--- src/rtl/ifu_fetch_ctrl_if.sv ---
// Fetch controller bundle: AXI-lite read channel toward fetch memory, valid/ready toward decode,
// redirect input from execute/writeback, and the accepted-instruction counter.
interface ifu_fetch_ctrl_if;
  logic [31:0] araddr;
  logic        arvalid;
  logic        arready;
  logic [31:0] rdata;
  logic        rresp;
  logic        rvalid;
  logic        rready;
  logic [31:0] inst;
  logic [31:0] inst_pc;
  logic        inst_fault;
  logic        inst_valid;
  logic        inst_ready;
  logic        redirect_valid;
  logic [31:0] redirect_pc;
  logic [31:0] fetch_cnt;

  modport master (
    output araddr, arvalid, rready, inst, inst_pc, inst_fault, inst_valid, fetch_cnt,
    input  arready, rdata, rresp, rvalid, inst_ready, redirect_valid, redirect_pc
  );

  modport slave (
    input  araddr, arvalid, rready, inst, inst_pc, inst_fault, inst_valid, fetch_cnt,
    output arready, rdata, rresp, rvalid, inst_ready, redirect_valid, redirect_pc
  );
endinterface

--- src/rtl/ifu_fetch_ctrl.sv ---
// Instruction-fetch master: one outstanding AXI-lite read per instruction, redirect squash,
// single-entry hold register toward decode.
//
// state  | meaning
// S_REQ  | AR issued at araddr_q, waiting for arready
// S_WAIT | AR accepted, rready high, waiting for the R beat
// S_HOLD | instruction presented to decode, waiting for inst_ready
module ifu_fetch_ctrl #(
  parameter logic [31:0] RESET_PC = 32'h8000_0000,
  parameter logic [31:0] PC_STEP  = 32'd4
) (
  input  logic              clk,
  input  logic              rst,
  ifu_fetch_ctrl_if.master  bus
);

  typedef enum logic [1:0] {S_REQ, S_WAIT, S_HOLD} state_e;

  state_e      state_q;
  logic [31:0] pc_q;
  logic [31:0] araddr_q;
  logic        arvalid_q;
  logic        rready_q;
  logic        drop_q;
  logic [31:0] inst_q;
  logic [31:0] inst_pc_q;
  logic        inst_fault_q;
  logic        inst_valid_q;
  logic [31:0] fetch_cnt_q;

  logic        ar_hs;
  logic        r_hs;
  logic        dec_hs;
  logic [31:0] pc_inc_d;
  logic [31:0] fetch_cnt_d;
  logic [31:0] redir_pc_d;

  assign ar_hs       = arvalid_q & bus.arready;
  assign r_hs        = rready_q & bus.rvalid;
  assign dec_hs      = inst_valid_q & bus.inst_ready;
  assign pc_inc_d    = pc_q + PC_STEP;
  assign fetch_cnt_d = fetch_cnt_q + 32'd1;
  // A same-cycle redirect beats whatever target pc_q already holds.
  assign redir_pc_d  = bus.redirect_valid ? bus.redirect_pc : pc_q;

  always_ff @(posedge clk or posedge rst) begin
    if (rst) begin
      state_q      <= S_REQ;
      pc_q         <= RESET_PC;
      araddr_q     <= RESET_PC;
      arvalid_q    <= 1'b1;
      rready_q     <= 1'b0;
      drop_q       <= 1'b0;
      inst_q       <= '0;
      inst_pc_q    <= '0;
      inst_fault_q <= 1'b0;
      inst_valid_q <= 1'b0;
      fetch_cnt_q  <= '0;
    end else begin
      case (state_q)
        S_REQ: begin
          // araddr_q is frozen while arvalid pends; only the architectural pc moves.
          if (bus.redirect_valid) begin
            pc_q   <= bus.redirect_pc;
            drop_q <= 1'b1;
          end
          if (ar_hs) begin
            arvalid_q <= 1'b0;
            rready_q  <= 1'b1;
            state_q   <= S_WAIT;
          end
        end
        S_WAIT: begin
          if (r_hs) begin
            rready_q <= 1'b0;
            if (drop_q || bus.redirect_valid) begin
              drop_q    <= 1'b0;
              pc_q      <= redir_pc_d;
              araddr_q  <= redir_pc_d;
              arvalid_q <= 1'b1;
              state_q   <= S_REQ;
            end else begin
              inst_q       <= bus.rdata;
              inst_pc_q    <= pc_q;
              inst_fault_q <= bus.rresp;
              inst_valid_q <= 1'b1;
              pc_q         <= pc_inc_d;
              state_q      <= S_HOLD;
            end
          end else if (bus.redirect_valid) begin
            pc_q   <= bus.redirect_pc;
            drop_q <= 1'b1;
          end
        end
        S_HOLD: begin
          if (dec_hs) begin
            fetch_cnt_q <= fetch_cnt_d;
          end
          if (dec_hs || bus.redirect_valid) begin
            inst_valid_q <= 1'b0;
            pc_q         <= redir_pc_d;
            araddr_q     <= redir_pc_d;
            arvalid_q    <= 1'b1;
            state_q      <= S_REQ;
          end
        end
        default: begin
          state_q   <= S_REQ;
          araddr_q  <= pc_q;
          arvalid_q <= 1'b1;
          rready_q  <= 1'b0;
        end
      endcase
    end
  end

  assign bus.araddr     = araddr_q;
  assign bus.arvalid    = arvalid_q;
  assign bus.rready     = rready_q;
  assign bus.inst       = inst_q;
  assign bus.inst_pc    = inst_pc_q;
  assign bus.inst_fault = inst_fault_q;
  assign bus.inst_valid = inst_valid_q;
  assign bus.fetch_cnt  = fetch_cnt_q;

endmodule
--- src/flat_wrapper.sv ---
// flat-port wrapper written by rule: the top's interface ports become plain ports
module ifu_fetch_ctrl_flat 
#(
  parameter logic [31:0] RESET_PC = 32'h8000_0000,
  parameter logic [31:0] PC_STEP  = 32'd4
)
  (clk, rst, bus_araddr, bus_arvalid, bus_rready, bus_inst, bus_inst_pc, bus_inst_fault, bus_inst_valid, bus_fetch_cnt, bus_arready, bus_rdata, bus_rresp, bus_rvalid, bus_inst_ready, bus_redirect_valid, bus_redirect_pc);
  ifu_fetch_ctrl_if bus_i ();
  input  logic clk;
  input  logic rst;
  output wire logic [$bits(bus_i.araddr)-1:0] bus_araddr;
  output wire logic [$bits(bus_i.arvalid)-1:0] bus_arvalid;
  output wire logic [$bits(bus_i.rready)-1:0] bus_rready;
  output wire logic [$bits(bus_i.inst)-1:0] bus_inst;
  output wire logic [$bits(bus_i.inst_pc)-1:0] bus_inst_pc;
  output wire logic [$bits(bus_i.inst_fault)-1:0] bus_inst_fault;
  output wire logic [$bits(bus_i.inst_valid)-1:0] bus_inst_valid;
  output wire logic [$bits(bus_i.fetch_cnt)-1:0] bus_fetch_cnt;
  input wire logic [$bits(bus_i.arready)-1:0] bus_arready;
  input wire logic [$bits(bus_i.rdata)-1:0] bus_rdata;
  input wire logic [$bits(bus_i.rresp)-1:0] bus_rresp;
  input wire logic [$bits(bus_i.rvalid)-1:0] bus_rvalid;
  input wire logic [$bits(bus_i.inst_ready)-1:0] bus_inst_ready;
  input wire logic [$bits(bus_i.redirect_valid)-1:0] bus_redirect_valid;
  input wire logic [$bits(bus_i.redirect_pc)-1:0] bus_redirect_pc;
  assign bus_araddr = bus_i.araddr;
  assign bus_arvalid = bus_i.arvalid;
  assign bus_rready = bus_i.rready;
  assign bus_inst = bus_i.inst;
  assign bus_inst_pc = bus_i.inst_pc;
  assign bus_inst_fault = bus_i.inst_fault;
  assign bus_inst_valid = bus_i.inst_valid;
  assign bus_fetch_cnt = bus_i.fetch_cnt;
  assign bus_i.arready = bus_arready;
  assign bus_i.rdata = bus_rdata;
  assign bus_i.rresp = bus_rresp;
  assign bus_i.rvalid = bus_rvalid;
  assign bus_i.inst_ready = bus_inst_ready;
  assign bus_i.redirect_valid = bus_redirect_valid;
  assign bus_i.redirect_pc = bus_redirect_pc;
  ifu_fetch_ctrl #(.RESET_PC(RESET_PC), .PC_STEP(PC_STEP)) u_core (.clk(clk), .rst(rst), .bus(bus_i));
endmodule
--- config.mk ---
export PLATFORM = sky130hd
export DESIGN_NAME = ifu_fetch_ctrl_flat
export DESIGN_NICKNAME = d
export VERILOG_FILES = /design/src/rtl/ifu_fetch_ctrl_if.sv /design/src/rtl/ifu_fetch_ctrl.sv /design/src/flat_wrapper.sv
export SDC_FILE = /design/constraint.sdc
export NUM_CORES = 1
export LEC_CHECK = 0
export BUFFER_PORTS_ARGS = -buffer_cell sky130_fd_sc_hd__buf_2
export CAP_MARGIN = 20
export CORE_UTILIZATION = 25
export DETAILED_ROUTE_END_ITERATION = 6
export SYNTH_ARGS = -nofsm -noshare
export SYNTH_HDL_FRONTEND = slang
export SYNTH_SLANG_ARGS = --single-unit
export TNS_END_PERCENT = 1
--- constraint.sdc ---
create_clock -name clk -period 7.84 [get_ports clk]
set_input_delay 1.176 -clock clk [delete_from_list [all_inputs] [get_ports clk]]
set_output_delay 1.176 -clock clk [all_outputs]
set_load 0.05 [all_outputs]
=== Word-level counts from Yosys, hierarchy flattened ===
Cells that the tools add are included.

* Output and inout port bits: 132
* Bits in latches: 0
* Memories kept: 0
* Word-level logic and storage cells: 71
* Bits in registers: 167
* Bits of input ports: 71
* ROM bits: 0
* Memory bits (writable): 0

* Divide/modulo/power cells: 0
* Magnitude comparators: 0
* Bitwise logic cells: 6
* Reductions and logical operators: 15
* Eq/ne operators: 8
* Shift operators: 0
* Multiplexer cells: 29
* $add $sub $neg: 2
* Multipliers: 0

{| class="wikitable"
|+ Operators by type and width
! kind !! number
|-
| $mux W32 || 6
|-
| $pmux W32 S3 || 2
|-
| $add A32 B1 Y32 const B || 1
|-
| $add A32 B3 Y32 const B || 1
|-
| $mux W1 || 12
|-
| $reduce_and A4 Y1 || 3
|-
| $reduce_and A3 Y1 || 3
|-
| $mux W2 || 4
|-
| $ne A2 B1 Y1 const B || 4
|-
| $pmux W1 S3 || 2
|-
| $pmux W2 S3 || 1
|-
| $reduce_and A2 Y1 || 3
|-
| $pmux W1 S2 || 2
|-
| $reduce_bool A2 Y1 || 2
|-
| $and A1 B1 Y1 || 3
|-
| $ne A3 B3 Y1 const B || 1
|-
| $not A1 Y1 || 3
|-
| $reduce_bool A3 Y1 || 1
|-
| $eq A2 B1 Y1 const B || 1
|-
| $eq A2 B2 Y1 const B || 1
|-
| $logic_not A2 Y1 || 1
|-
| $logic_or A1 B1 Y1 || 2
|-
| $ne A2 B2 Y1 const B || 1
|}

=== Depth between registers and ports, before layout ===
* Depth after elaboration: 4
* Depth in mapped cells: 10

=== Worst setup path after synthesis ===
OpenSTA, ideal clock, no wires.

* Kind: input to register
* Start point: input port bus_redirect_valid
* End point: register u_core.pc_q[28]
* Setup slack: 5148 ps
* Buffers on the path: 1
* Setup time: 87 ps
* Cell stages on the path: 6
* Arrival: 2605 ps
* Cell sequence: buf_2 -> a21oi_1 -> a21oi_1 -> nand2_1 -> or4_1 -> o211ai_1

* Cells in the longest elaborated chain, start to end: 4
* Elaborated cells on any way between the ends: 9
* Those cells by class: eq/ne: 1; mux: 5; reduce/logical: 3

{| class="wikitable"
|+ RTL lines
! item !! RTL line !! source
|-
| start, declared || flat_wrapper.sv:24 || <nowiki>input wire logic [$bits(bus_i.redirect_valid)-1:0] bus_redirect_valid;</nowiki>
|-
| $mux W32 or $logic_or A1 B1 Y1 (tied branches) || n/a ||
|-
| $mux W32 || ifu_fetch_ctrl.sv:76 || <nowiki>if (drop_q || bus.redirect_valid) begin</nowiki>
|-
| $mux W32 || ifu_fetch_ctrl.sv:74 || <nowiki>if (r_hs) begin</nowiki>
|-
| $pmux W32 S3 || ifu_fetch_ctrl.sv:60 || <nowiki>case (state_q)</nowiki>
|-
| end signal, assigned || ifu_fetch_ctrl.sv:64 || <nowiki>pc_q <= bus.redirect_pc;</nowiki>
|-
| end signal, assigned || ifu_fetch_ctrl.sv:78 || <nowiki>pc_q <= redir_pc_d;</nowiki>
|-
| end signal, assigned || ifu_fetch_ctrl.sv:87 || <nowiki>pc_q <= pc_inc_d;</nowiki>
|-
| end, declared || ifu_fetch_ctrl.sv:20 || <nowiki>logic [31:0] pc_q;</nowiki>
|}

Parallel ways exist; a longest one is shown, timed or not. The select of a mux whose other input is x is not followed.
A chain may end at the register's enable or synchronous reset.

=== Worst setup path in the final report ===
Same ends and word-level chain as after synthesis.

==> run metrics <==
setup violators final 0; First-pass DRT Iterations 5; Hold EP u_core.bus.fetch_cnt[31]$_DFFE_PP0P_; Sink Count 167; total length of routed wires 23300 um; switch share 50.2%; syn avg cell area 9.33 um2; P&R area growth vs syn 25.3%; Worst Path Buf+Inv 2; flops & latches, synth 167; cts hold-fix bufs 0; Worst path depth 6; fin crit share 41.0%; Reg clk slew, reported paths 0.07 ns; maxcap violations 0; skew final 0.0152 ns; die width 178 um; xor/xnor share of the synthesized area 3.50%; Port-buffer cells 202; Clk Latency, worst-skew pair 0.43 ns; Slew Viols, Final 0; layout cells sized above 1 25.7%; Clk Tree Root Cell clkbuf_16; vias in the first global route 6149; H-tree Lvls 4; VDD IR-drop max 0.259 mV; adder-cell share of the synthesized area 0.967%; die height 178 um; worst reg2reg endpoint u_core.pc_q[28]$_DFFE_PP0P_; Synth Area in Simple Gates 22.7%; area of the multi-input gates 0.00335 mm2; Synth Flop Type dfrtp_1; library cells used by synthesis 54; GRT Util Overall 14.7%; Initial DRC Count 537; Worst setup SP type input port; main combinational cell family by area after synthesis simple AND/OR/NAND/NOR gates; Row Count 64; WL/cell 16.4 um; largest cells by area after synthesis dfrtp_1 (53%), nand2_1 (11%), mux2i_1 (5.0%); # DRC 0; CTS tree built; fmax 0.311 GHz; Synth top cells by count nand2_1 (232), dfrtp_1 (164), nor2_1 (58); Worst slew margin 28.2%; core area 0.0306 mm2; CP Class in -> reg; Yosys warning count 0; first-pass GRT wire length 35600 um; leading area contributor after synthesis dfrtp_1; fin crit period 3.21 ns; initial cell density of the core 25.4%; PostCTS Resize Cnt 0; Post-Layout Inst Area 0.00973 mm2; Hold Path Depth 1; Clk pwr share 19.9%; CP Cell Sequence buf_2, nor3_4, buf_4, nand2_1, or4_1, o211ai_1; most common cell in the netlist nand2_1; placed cell area 0.00914 mm2; gpl congestion 0.805; Worst EP required 8.19 ns; Post-CTS Setup Inserts 0; routed vias/inst 4.70; # fillers 3286; Max stage delay cell, worst path buf_4; kind of end point of the critical path flip-flop; NumNets Final 1086; Mapped Cells 832; met2 routed WL 11000 um; area share of the largest cell type after synthesis 52.9%; sequential share of power 34.7%; Total Power 4.30 mW; Worst EP arrival 3.56 ns; GRT overflow 0; unrepaired setup endpoints after global routing false; Worst R2R Setup Slack 4.65 ns; Post-synth EDFFs 0; Syn Nets 909; Reg2Reg Depth 8; Comb pwr share 45.4%; outcome finished, final reports clean; Synth Cell Area 0.00776 mm2; die area 0.0318 mm2; met3 WL 1360 um; Hold Crit Class reg -> reg; P_leak 4.95 nW; Final WS setup 4.63 ns; count of final hold-check violations 0; met1 wire length 10700 um; worst-path fanout max 91; total negative slack 0 ns; diode count 0; Slew @ Worst Pin 1.07 ns; WHS 0.466 ns; Critical Path Max Stage Delay 0.74 ns; min-delay src u_core.bus.fetch_cnt[31]$_DFFE_PP0P_; Routed Antenna Nets 0; Cell Pwr Density 442 mW/mm2; Reg-to-Reg Start u_core.state_q[1]$_DFFE_PP0P_; Via Count 6658; pre-CTS setup slack 4.19 ns; top sig layer met5; switching power 2.16 mW; internal power 2.14 mW; largest net degree at the start of global routing 92; initial antenna violation count 1; flip-flop and latch area 0.00418 mm2; Max Root-Sink Buffers 2; Seq/Total Area, Yosys 53.9%; IO Count 203; mux share of post-synthesis cell area 5.76%; cts bufs inserted 17; post-synthesis compound-gate area fraction 10.0%; critical path's top delay family simple AND/OR/NAND/NOR gates; DP HPWL 16100 um; Post-synth ARST share 100%
metrics by stage:
step	utilization, %	cells
after detailed placement	29.9	1386
after floorplan	-	832
after CTS	31.8	1418
after global routing	31.8	1418
after global placement	29.8	1385
final	31.8	1418
metal layers:
layer	vias to the layer above	GRT usage, %
li1	3188	-
met3	12	3.24
met2	211	23.4
met4	2	3.35
met5	-	0
met1	3245	20.1
power groups by stage:
stage                     clock [mW]  sequential, mW  combinational [mW]
after global routing           0.912            1.54                2.10
after floorplan                    0            2.20               0.727
after detailed placement           0            1.50                1.97
after global placement             0            1.49                1.94
final                          0.855            1.49                1.95
after CTS                      0.879            1.49                1.97
layout by cell type, fill, tap and decap left out, types with 4 or more instances in the layout:
master | synthesis | layout
nand4_1 | 19 | 19
inv_1 | 10 | 9
o22ai_1 | 9 | 9
a21oi_1 | 57 | 57
a22oi_1 | 7 | 7
mux2i_1 | 39 | 39
nand3_2 | 4 | 4
xor2_1 | 7 | 7
and2_1 | 4 | 4
inv_6 | 0 | 8
buf_4 | 1 | 6
nor3_1 | 8 | 8
clkbuf_16 | 0 | 17
xnor2_1 | 24 | 24
nand3_1 | 30 | 30
dfrtp_1 | 164 | 164
nor2b_1 | 4 | 4
o22a_1 | 4 | 4
mux2_2 | 5 | 5
ha_1 | 6 | 6
nand2_1 | 232 | 231
buf_2 | 6 | 202
o21a_1 | 6 | 6
nor4_1 | 10 | 10
a21o_1 | 5 | 5
o21ai_0 | 17 | 16
and4_1 | 6 | 6
nor2_1 | 58 | 58
and3_1 | 7 | 7
layout make-up:
cell class	count	share of cell area [%]
inverters	10	0.437
repair buffers	209	11.0
flip-flops and latches	167	43.0
multi-input cells	604	34.5
well taps	396	5.09
clock buffers	17	4.37
clock inverters	15	1.63
worst max path at each step:
stage                                        to  slack (ns)                           from
2_1_floorplan  u_core.bus.araddr[0]$_DFFE_PP0P_        2.15                            rst
3_3_place_gp        u_core.pc_q[28]$_DFFE_PP0P_        4.21             bus_redirect_valid
3_5_place_dp        u_core.pc_q[28]$_DFFE_PP0P_        4.19             bus_redirect_valid
5_1_grt             u_core.pc_q[28]$_DFFE_PP0P_        4.40  u_core.state_q[1]$_DFFE_PP0P_
6_report            u_core.pc_q[28]$_DFFE_PP0P_        4.63             bus_redirect_valid
4_1_cts             u_core.pc_q[28]$_DFFE_PP0P_        4.62  u_core.state_q[1]$_DFFE_PP0P_
logic make-up (layout without fill, tap and decap cells):
| family | after synthesis | count (layout) |
|---|---|---|
| flip-flops | 167 | 167 |
| AO/OA/AOI/OAI | 127 | 127 |
| adder cells (fa/ha/maj) | 6 | 6 |
| buffers and inverters | 61 | 251 |
| AND/OR/NAND/NOR | 396 | 396 |
| XOR/XNOR | 31 | 31 |
| multiplexers | 44 | 44 |
registers in the layout (all words and copies together), names as in the netlist:
name / count
u_core.state_q: 2
u_core.bus.fetch_cnt: 32
u_core.pc_q: 32
u_core.bus.inst_pc: 32
u_core.bus.inst_valid: 1
u_core.bus.rready: 1
u_core.bus.inst: 32
u_core.bus.araddr: 32
u_core.drop_q: 1
u_core.bus.inst_fault: 1
u_core.bus.arvalid: 1
Note: power is estimated with default switching activity, not from simulation.
